[config.mk]
export PLATFORM = sky130hd
export DESIGN_NAME = apb_top
export DESIGN_NICKNAME = d
export VERILOG_FILES = /design/src/rtl/apb_top.sv
export SDC_FILE = /design/constraint.sdc
export NUM_CORES = 1
export LEC_CHECK = 0
export CAP_MARGIN = 0
export CORE_MARGIN = 2
export CORE_UTILIZATION = 60
export CTS_CLUSTER_SIZE = 30
export DETAILED_ROUTE_END_ITERATION = 10
export PLACE_DENSITY = 0.92
export SYNTH_ARGS = -nofsm -noshare
export SYNTH_HDL_FRONTEND = slang
export SYNTH_HIERARCHICAL = 1
export SYNTH_SLANG_ARGS = --single-unit
[constraint.sdc]
create_clock -name clk -period 4.6 [get_ports clk]
set_clock_uncertainty 0.1 [all_clocks]
set_input_delay 0.92 -clock clk [delete_from_list [all_inputs] [get_ports clk]]
set_output_delay 0.92 -clock clk [all_outputs]
set_load 0.005 [all_outputs]
[src/rtl/apb_top.sv]
// APB2 demo subsystem: request-driven master FSM plus register-file slave.
// Define APB_SLVERR_EN to flag out-of-range addresses with pslverr/slverr.
module apb_master #(
  parameter int ADDR_W = 4,
  parameter int DATA_W = 8
) (
  input  logic              clk,
  input  logic              rstn,
  input  logic              newd,
  input  logic              wr,
  input  logic [ADDR_W-1:0] ain,
  input  logic [DATA_W-1:0] din,
  input  logic              pready,
  input  logic [DATA_W-1:0] prdata,
`ifdef APB_SLVERR_EN
  input  logic              pslverr,
  output logic              slverr,
`endif
  output logic              psel,
  output logic              penable,
  output logic              pwrite,
  output logic [ADDR_W-1:0] paddr,
  output logic [DATA_W-1:0] pwdata,
  output logic [DATA_W-1:0] dout
);

  typedef enum logic [1:0] {
    IDLE,
    SETUP,
    ACCESS
  } state_e;

  state_e            state_q, state_d;
  logic              pwrite_q, pwrite_d;
  logic [ADDR_W-1:0] paddr_q, paddr_d;
  logic [DATA_W-1:0] pwdata_q, pwdata_d;
  logic [DATA_W-1:0] dout_q, dout_d;
`ifdef APB_SLVERR_EN
  logic              slverr_q, slverr_d;
`endif

  always_comb begin
    state_d  = state_q;
    pwrite_d = pwrite_q;
    paddr_d  = paddr_q;
    pwdata_d = pwdata_q;
    dout_d   = dout_q;
`ifdef APB_SLVERR_EN
    slverr_d = slverr_q;
`endif
    unique case (state_q)
      IDLE: begin
        if (newd) begin
          state_d  = SETUP;
          pwrite_d = wr;
          paddr_d  = ain;
          pwdata_d = din;
        end
      end
      SETUP: state_d = ACCESS;
      ACCESS: begin
        if (pready) begin
          state_d = IDLE;
          if (!pwrite_q) dout_d = prdata;
`ifdef APB_SLVERR_EN
          slverr_d = pslverr;
`endif
        end
      end
      default: state_d = IDLE;
    endcase
  end

  always_ff @(posedge clk or negedge rstn) begin
    if (!rstn) begin
      state_q  <= IDLE;
      pwrite_q <= 1'b0;
      paddr_q  <= '0;
      pwdata_q <= '0;
      dout_q   <= '0;
`ifdef APB_SLVERR_EN
      slverr_q <= 1'b0;
`endif
    end else begin
      state_q  <= state_d;
      pwrite_q <= pwrite_d;
      paddr_q  <= paddr_d;
      pwdata_q <= pwdata_d;
      dout_q   <= dout_d;
`ifdef APB_SLVERR_EN
      slverr_q <= slverr_d;
`endif
    end
  end

  assign psel    = (state_q != IDLE);
  assign penable = (state_q == ACCESS);
  assign pwrite  = pwrite_q;
  assign paddr   = paddr_q;
  assign pwdata  = pwdata_q;
  assign dout    = dout_q;
`ifdef APB_SLVERR_EN
  assign slverr  = slverr_q;
`endif

endmodule

module apb_slave #(
  parameter int ADDR_W    = 4,
  parameter int DATA_W    = 8,
  parameter int MEM_DEPTH = 8
) (
  input  logic              clk,
  input  logic              rstn,
  input  logic              psel,
  input  logic              penable,
  input  logic              pwrite,
  input  logic [ADDR_W-1:0] paddr,
  input  logic [DATA_W-1:0] pwdata,
  input  logic              s_wait,
`ifdef APB_SLVERR_EN
  output logic              pslverr,
`endif
  output logic              pready,
  output logic [DATA_W-1:0] prdata
);

  localparam int IDX_W = (MEM_DEPTH > 1) ? $clog2(MEM_DEPTH) : 1;

  logic [DATA_W-1:0] mem_q [MEM_DEPTH];
  logic [IDX_W-1:0]  idx;
  logic              access;
  logic              acc_ok;

  assign idx    = paddr[IDX_W-1:0];
  assign access = psel & penable;
  assign pready = access & ~s_wait;

`ifdef APB_SLVERR_EN
  logic [31:0] addr_w;
  assign addr_w  = 32'(paddr);
  assign acc_ok  = (addr_w < 32'(MEM_DEPTH));
  assign pslverr = pready & ~acc_ok;
`else
  // Upper address bits alias onto the register file.
  logic unused_addr;
  assign unused_addr = ^paddr[ADDR_W-1:IDX_W];
  assign acc_ok      = 1'b1;
`endif

  assign prdata = (access & acc_ok) ? mem_q[idx] : '0;

  always_ff @(posedge clk or negedge rstn) begin
    if (!rstn) begin
      for (int i = 0; i < MEM_DEPTH; i++) mem_q[i] <= '0;
    end else if (pready & pwrite & acc_ok) begin
      mem_q[idx] <= pwdata;
    end
  end

endmodule

module apb_top #(
  parameter int ADDR_W    = 4,
  parameter int DATA_W    = 8,
  parameter int MEM_DEPTH = 8
) (
  input  logic              clk,
  input  logic              rstn,
  input  logic              newd,
  input  logic              wr,
  input  logic [ADDR_W-1:0] ain,
  input  logic [DATA_W-1:0] din,
  input  logic              s_wait,
  output logic [DATA_W-1:0] dout
`ifdef APB_SLVERR_EN
  ,output logic             slverr
`endif
);

  logic              psel;
  logic              penable;
  logic              pwrite;
  logic [ADDR_W-1:0] paddr;
  logic [DATA_W-1:0] pwdata;
  logic [DATA_W-1:0] prdata;
  logic              pready;
`ifdef APB_SLVERR_EN
  logic              pslverr;
`endif

  apb_master #(
    .ADDR_W (ADDR_W),
    .DATA_W (DATA_W)
  ) m1 (
    .clk     (clk),
    .rstn    (rstn),
    .newd    (newd),
    .wr      (wr),
    .ain     (ain),
    .din     (din),
    .pready  (pready),
    .prdata  (prdata),
`ifdef APB_SLVERR_EN
    .pslverr (pslverr),
    .slverr  (slverr),
`endif
    .psel    (psel),
    .penable (penable),
    .pwrite  (pwrite),
    .paddr   (paddr),
    .pwdata  (pwdata),
    .dout    (dout)
  );

  apb_slave #(
    .ADDR_W    (ADDR_W),
    .DATA_W    (DATA_W),
    .MEM_DEPTH (MEM_DEPTH)
  ) s1 (
    .clk     (clk),
    .rstn    (rstn),
    .psel    (psel),
    .penable (penable),
    .pwrite  (pwrite),
    .paddr   (paddr),
    .pwdata  (pwdata),
    .s_wait  (s_wait),
`ifdef APB_SLVERR_EN
    .pslverr (pslverr),
`endif
    .pready  (pready),
    .prdata  (prdata)
  );

endmodule

==> metrics, run 1 <==
clk slew on worst S/H paths about 0.08 ns; GR Layer Usage met3 0.0574; Finish-stage setup viols 0; die width roughly 85 um; FMAX approximately 370 MHz; RSZ-0062 raised after global routing false; Worst Path Required around 4.7 ns; syn_area_per_cell between 10 and 15 sq um; cts hold-fix bufs 0; cell area after synthesis slightly below 0.004 sq mm; Final WS setup approximately 1.9 ns; leak pwr 2.00 nW; Arrival @ worst endpoint 2.84 ns; multi-input logic area 0.00169 sq mm; initial antenna violation count 0; # nets final 318; worst-case hold path end point s1/mem_q[3]; num rows 29; setup tns final 0 ns; # fillers 420; Peak VDD IR roughly 0.00038 V; Via Count between 2000 and 2500; area grow syn2layout 10.6%; FF-to-FF End m1/dout[2]; routed wire length per instance around 21 um; Slew Limit Headroom 0.297; gr usage total 0.244; vias in the first global route about 2600; Root Driver clkbuf_8; Post-route DRC 0; syn_nets 300; GRT busiest layer met2; Final Wtd Congestion 0.806; Initial Utilization 0.620; maximum fanout along the worst path 8; die footprint ~0.0072 sq mm; first-pass GRT wire length between 10000 and 15000 um; hpwl dp 5050 um; reg2reg setup slack ~2 ns; # Post-CTS Setup Buffers 0; Vias/cell approximately 6.5; Die Span Y roughly 85 um; Hold Crit Start s1/mem_q[3]; Worst R2R Start m1/paddr[1]; largest net degree at the start of global routing just under 90; clock sinks 86; CTS Buf Count 9; Post-CTS Resized 0; Pwr Density between 600 and 700 mW/mm^2; Hold Crit Class reg -> reg; CP Class in -> reg; status completed; max-slew violation count 0; max_cap viols 0; post-synthesis cell count around 280; Routed WL around 8100 um; cell count of the worst hold path 1; GR met2 Demand/Resource 0.393; pre-CTS WS between 1.5 and 2 ns; Ports 25; total gr overflow 0; TritonRoute pass-1 iters 5; met1 Resource Use GR 0.318; I/O Buffers 23; first-iteration detailed-routing DRC count roughly 240; startpoint class of the critical path primary input; Tcrit/Tclk final 0.588; FF/Latch Area roughly 0.0022 sq mm; synth warn 6; Hold Violations, Final 0; H-tree levels 3; core footprint 0.00635 sq mm; share of cells above drive strength 1 0.365; worst-margin pin slew between 1 and 1.5 ns; Tmin final between 2 and 3 ns; clk buf depth 2; worst r2r path cells 5; clk_lat worst skew between 0.3 and 0.4 ns; Post-DRT Antenna Nets 0; CP Capture Type flip-flop; # diodes 0; CTS tree built
worst max-delay path, cell delays in order:
cell and delay (ns):
clkdlybuf4s50_1 0.43, nand2b_1 0.21, nor2_1 0.19, nand4_1 0.57, mux2_2 0.51
sequential cells by signal (all words and copies together) (netlist names):
name / cells
m1/pwdata: 8
s1/mem_q: 64
m1/state_q: 2
m1/dout: 8
m1/paddr: 3
m1/pwrite: 1
worst max path at each step:
stage / startpoint / depth (start not counted) / slack (ns) / endpoint
after global routing: s_wait / 5 / 1.84 / s1/mem_q[0]
after detailed placement: s_wait / 5 / 1.59 / s1/mem_q[59]
final: s_wait / 5 / 1.89 / s1/mem_q[6]
after floorplan: s_wait / 4 / 2.30 / s1/mem_q[56]
after global placement: s_wait / 5 / 1.63 / s1/mem_q[2]
after CTS: s_wait / 5 / 1.95 / s1/mem_q[56]
per-layer routing:
metal,part of all wire,vias to the layer above
met4,0.022,0
li1,-,1094
met3,0.052,17
met5,0,-
met2,0.50,78
met1,0.42,1306
power breakdown:
group / switching [mW] / internal [mW] / leakage [nW]
clock network: 0.245 / 0.234 / 0.0914
registers: 0.323 / 1.06 / 1.14
logic: 0.390 / 0.480 / 0.770
per-stage QoR:
| stage | power (mW) | utilization | instances | hold WS (ns) | cell area (sq um) |
|---|---|---|---|---|---|
| floorplan | 2.00 | - | 283 | 0.364 | 3940 |
| global placement | 2.18 | 0.659 | 367 | 0.376 | 4180 |
| detailed placement | 2.26 | 0.659 | 367 | 0.394 | 4180 |
| CTS | 2.74 | 0.686 | 381 | 0.412 | 4360 |
| global route | 2.89 | 0.686 | 381 | 0.422 | 4360 |
| finish | 2.74 | 0.686 | 381 | 0.411 | 4360 |
final cells by class:
class,count,share of cell area
sequential,86,0.494
multi-input combinational,178,0.387
timing repair buffer,25,0.0557
clock buffer,13,0.0388
tap,77,0.0221
clock inverter,1,0.00115
inverter,1,0.000862
layout by cell type (no fill, tap or decap), types with 3 or more instances in the layout:
cell / instances
dfrtp_1: 86
mux2_4: 8
a22oi_1: 9
nor2_1: 5
nor2b_1: 5
mux2i_1: 7
nand2b_1: 6
a21oi_1: 7
buf_4: 3
and3_1: 3
a211o_1: 5
nand3_1: 3
clkdlybuf4s50_1: 22
a221oi_1: 11
mux2_2: 77
a211oi_1: 5
nand2_2: 4
o31ai_1: 5
clkbuf_8: 12
Power figures use the tool's default switching activity.
==> run 2: changes to the inputs <==
CORE_UTILIZATION = 53   (was 60)
PLACE_DENSITY = 0.86   (was 0.92)
clock period = 2.4 ns   (was 4.6 ns; I/O delays follow)
==> run 2 against run 1 <==
Register-to-register slack worse by 1.8 ns. First-iteration DRC count is 25% lower. Routed wire length is 4.7% higher. Non-clock buffer count is 20 higher. Flip-flop and latch count stayed put. Clock power is 87% higher. Combinational power is 110% higher. Die area is 13% higher. Critical path depth is 1 higher. Cell count is 12% higher. Total power is 97% higher. Sequential power is 91% higher.
==> metrics, run 2 (synthesized netlist as in run 1, its figures left out) <==
status completed; # diodes 0 (unchanged); register share of total power 0.491 (-0.016); # Post-CTS Setup Buffers 0 (unchanged); switching part of the total 0.357 (+0.00731); I/O Buffers 23 (unchanged); Tmin final approximately 2.2 ns; CTS Buf Count 9 (unchanged); Post-DRT Antenna Nets 0 (unchanged); Worst Path Required 2.54 ns (-2.19 ns); max-slew violation count 0 (unchanged); Slew Limit Headroom 0.537 (+0.240); Worst path max stage delay 0.46 ns (-0.11 ns); final hold slack 0.407 ns (-0.00326 ns); core footprint 0.00721 sq mm (+14%); Routed WL 8450 um (+4.7%); CP Class reg -> reg; TritonRoute pass-1 iters 4 (-1); clk_lat worst skew 0.36 ns (about the same); Vias/cell 5.92 (-9.7%); Via Count 2514 (+0.76%); Clock power frac 0.166 (-0.009); Ports 25 (unchanged); first-pass GRT wire length 13900 um (+4.1%); worst-margin pin slew 0.695 ns (-0.359 ns); clock sinks 86 (unchanged); cts hold-fix bufs 1 (+1); die width 90.2 um (+6.1%); RSZ-0062 raised after global routing false; CP Capture Type flip-flop; share of cells above drive strength 1 0.402 (+0.0367); Internal 3.47 mW (+95%); CTS tree built; vias in the first global route 2627 (-0.57%); clk buf depth 2 (unchanged); Hold Crit Start m1/dout[2]; leak pwr 2.11 nW (+5.2%); routed wire length per instance 19.9 um (-6.2%); combinational cell fraction of total power 0.342 (+0.024); Post-CTS Resized 0 (unchanged); initial antenna violation count 0 (unchanged); Arrival @ worst endpoint 2.33 ns (-0.51 ns); Largest Register s1/mem_q; cell chain of the critical path nor2b_1, nand2_2, or3_4, nor3_4, buf_12, mux2_2; startpoint class of the critical path flip-flop; num rows 31 (+6.9%); Die Span Y 90.2 um (+6.1%); Hold Violations, Final 0 (unchanged); Cell Count, Final, Fillers Out 425 (+12%); maximum fanout along the worst path 12 (+4); crit path buf inv count 1 (unchanged); NetSw 1.93 mW (+100%); setup tns final 0 ns (unchanged); crit path launch m1/state_q[1]; max_cap viols 0 (unchanged); die footprint 0.00814 sq mm (+13%); fin area 0.00457 sq mm (+4.9%); FF-to-FF End s1/mem_q[58]; area grow syn2layout 16.0%; reg2reg setup slack 0.22 ns (-1.76 ns); most frequent cells in the layout dfrtp_1 (86), mux2_2 (77), clkdlybuf4s50_1 (22), buf_4 (19), a221oi_1 (11); pre-CTS WS 0.0433 ns (-1.55 ns); max FFs per register 64 (unchanged); worst-case hold path end point m1/dout[2]; Tcrit/Tclk final 0.909; Peak VDD IR 0.000629 V (+64%); Initial Utilization 0.546 (-0.0743); largest net degree at the start of global routing 55 (-37%); # nets final 338 (+6.3%); Final Wtd Congestion 0.809 (+0.45%); Pwr Total 5.40 mW (+97%); FMAX between 400 and 500 MHz; Worst R2R Start m1/state_q[1]; Final WS setup 0.217 ns (-1.68 ns); H-tree levels 3 (unchanged); total gr overflow 0 (unchanged); worst r2r path cells 6 (+1); gr usage total 0.223 (-0.0210); cell count of the worst hold path 1 (unchanged); Finish-stage setup viols 0 (unchanged); placed cell count 408 (+11%); Pwr Density 1180 mW/mm^2 (+88%); Root Driver clkbuf_8; slowest CP cell dfrtp_1; clk slew on worst S/H paths 0.08 ns (about the same); placed cell area 0.00439 sq mm (+5.0%); first-iteration detailed-routing DRC count 180 (-25%); commonest non-fill, non-tap cell in the layout dfrtp_1; Hold Crit Class reg -> reg; Crit path max-delay family simple AND/OR/NAND/NOR gates; fin util 0.633 (-0.0529); hpwl dp 5680 um (+12%); Post-route DRC 0 (unchanged)
run 2: changes by cell type in the layout (fill, tap and decap cells not counted):
cell,delta
clkinvlp_4,+1
clkinv_2,+2
buf_4,+16
clkbuf_8,-2
dlygate4sd3_1,+1
clkbuf_1,+1
buf_12,+3
run 2: worst max path at each step:
stage              endpoint  cells past startpoint
2_1_floorplan    m1/dout[0]                      7
3_3_place_gp   s1/mem_q[63]                      6
3_5_place_dp   s1/mem_q[58]                      6
4_1_cts        s1/mem_q[58]                      6
5_1_grt        s1/mem_q[41]                      6
6_report       s1/mem_q[58]                      6
run 2: metal layers:
metal	up-vias	track usage	share of wire
met5	-	0	0
met4	0	0.0974	0.023
met1	1310	0.288	0.42
met2	65	0.365	0.50
met3	12	0.0495	0.048
li1	1127	-	-
run 2: power by group through the flow:
stage | registers, mW | clock network [mW] | logic (mW)
2_1_floorplan | 2.38 | 0 | 1.45
3_3_place_gp | 2.62 | 0 | 1.74
3_5_place_dp | 2.66 | 0 | 1.82
4_1_cts | 2.64 | 0.917 | 1.84
5_1_grt | 2.73 | 0.965 | 2.01
6_report | 2.66 | 0.898 | 1.85
run 2: area by class of cell:
type / instances / area [sq um]
clock inverters: 4 / 22.5
well taps: 99 / 124
inverters: 1 / 3.75
multi-input cells: 178 / 1690
fillers: 561 / 2650
repair buffers: 45 / 433
flip-flops and latches: 86 / 2150
clock buffers: 12 / 145
==> run 3: changes to the inputs <==
CORE_MARGIN = unset   (was 2)
GPL_ROUTABILITY_DRIVEN = 0   (was unset)
==> run 3 against run 2 <==
The run now ends with hold timing left. Global-route usage is 1.4 points higher. Core utilization is 1.0 points higher. Via count is 0.24% lower. Total power is 4.8% higher. Flip-flop and latch count stayed put. Critical path depth stayed put.
==> metrics, run 3 (synthesized netlist as in run 1, its figures left out) <==
# Post-CTS Setup Buffers 0 (unchanged); Pwr Density 1220 mW/mm^2 (+3.1%); CP Class reg -> reg; max_cap viols 0 (unchanged); pre-CTS WS 0.0497 ns (+0.00638 ns); share of cells above drive strength 1 0.411 (+0.00920); initial antenna violation count 0 (unchanged); worst-margin pin slew 0.597 ns (-0.0979 ns); CTS Buf Count 9 (unchanged); Vias/cell 5.90 (-0.24%); final hold slack -0.00353 ns (-0.411 ns); CP Capture Type flip-flop; routed wire length per instance 19.4 um (-2.4%); maximum fanout along the worst path 9 (-3); Hold Crit Class in -> async; Post-DRT Antenna Nets 0 (unchanged); startpoint class of the critical path flip-flop; I/O Buffers 23 (unchanged); Tcrit/Tclk final 0.922 (+0.0129); first-pass GRT wire length 13500 um (-2.9%); clk buf depth 2 (unchanged); Routed WL 8240 um (-2.4%); Final WS setup 0.186 ns (-0.0309 ns); Slew Limit Headroom 0.602 (+0.0653); Die Span Y 88.2 um (-2.2%); largest net degree at the start of global routing 41 (-25%); vias in the first global route 2756 (+4.9%); clock sinks 86 (unchanged); Via Count 2508 (-0.24%); H-tree levels 3 (unchanged); CTS tree built; Root Driver clkbuf_8; gr usage total 0.237 (+0.0141); hpwl dp 5650 um (-0.41%); Hold Violations, Final 3 (+3); Post-CTS Resized 0 (unchanged); commonest non-fill, non-tap cell in the layout dfrtp_1; most frequent cells in the layout dfrtp_1 (86), mux2_2 (77), clkdlybuf4s50_1 (22), buf_4 (21), a221oi_1 (11); die footprint 0.00778 sq mm (-4.4%); failing checks hold timing; core footprint 0.00721 sq mm (unchanged); clk_lat worst skew 0.35 ns (about the same); num rows 31 (unchanged); Tmin final 2.21 ns (+0.0309 ns); status finished with violations; RSZ-0062 raised after global routing false; setup tns final 0 ns (unchanged); clk slew on worst S/H paths 0.08 ns (about the same); FMAX 452 MHz (-1.4%); Largest Register s1/mem_q; cts hold-fix bufs 0 (-1); total gr overflow 0 (unchanged); # diodes 0 (unchanged); max-slew violation count 0 (unchanged); Ports 25 (unchanged); Post-route DRC 0 (unchanged); area grow syn2layout 17.8%; Arrival @ worst endpoint 2.34 ns (about the same); Worst Path Required 2.53 ns (about the same); die width 88.2 um (-2.2%); Peak VDD IR 0.000701 V (+11%); fin util 0.643 (+0.0101); Initial Utilization 0.546 (unchanged); first-iteration detailed-routing DRC count 181 (+0.56%); Finish-stage setup viols 0 (unchanged); max FFs per register 64 (unchanged); leak pwr 2.14 nW (+1.7%); TritonRoute pass-1 iters 4 (unchanged); # nets final 339 (+0.30%)
-- run 3: final cells by class --
class	instances	area, sq um
Clock buffer	9	124
Sequential cell	86	2150
Inverter	1	3.75
Fill cell	521	2570
Timing Repair Buffer	46	438
Clock inverter	6	111
Multi-Input combinational cell	178	1690
Tap cell	99	124
-- run 3: stage by stage --
step | cell area [sq um] | cells | power, mW
final | 4640 | 425 | 5.66
after floorplan | 3940 | 283 | 3.83
after CTS | 4640 | 425 | 5.68
after detailed placement | 4410 | 410 | 4.48
after global placement | 4410 | 410 | 4.35
after global routing | 4640 | 425 | 5.98
-- run 3: per-layer routing --
metal | up-vias | GRT usage | routed length (um)
met5 | - | 0 | 0
met4 | 0 | 0.0924 | 135
met1 | 1298 | 0.283 | 3370
met3 | 14 | 0.0575 | 392
li1 | 1132 | - | -
met2 | 64 | 0.415 | 4340
-- run 3: worst max-delay path, stage by stage, from the launching register on --
cell and delay, ns:
dfrtp_1 0.46, nor2b_1 0.22, nand2_2 0.19, nor2_1 0.29
and3_1 0.34, buf_12 0.16, mux2_2 0.33
-- run 3: power by group --
part	total [mW]	internal [mW]	switching, mW
Sequential	2.64	2.04	0.597
Clock	1.17	0.685	0.488
Combinational	1.85	1.04	0.815
Total	5.66	3.76	1.90
-- run 3: worst paths after layout --
kind,from,end,slack (ns),cells after the start
max reg2reg,m1/state_q[1],s1/mem_q[29],0.19,6
min in group clk,s1/mem_q[39],s1/mem_q[39],0.40,1
max in group asynchronous,rstn,s1/mem_q[23],1.60,2
min reg2reg,s1/mem_q[39],s1/mem_q[39],0.40,1
max,m1/state_q[1],s1/mem_q[29],0.19,6
min,rstn,s1/mem_q[47],-0.004,1
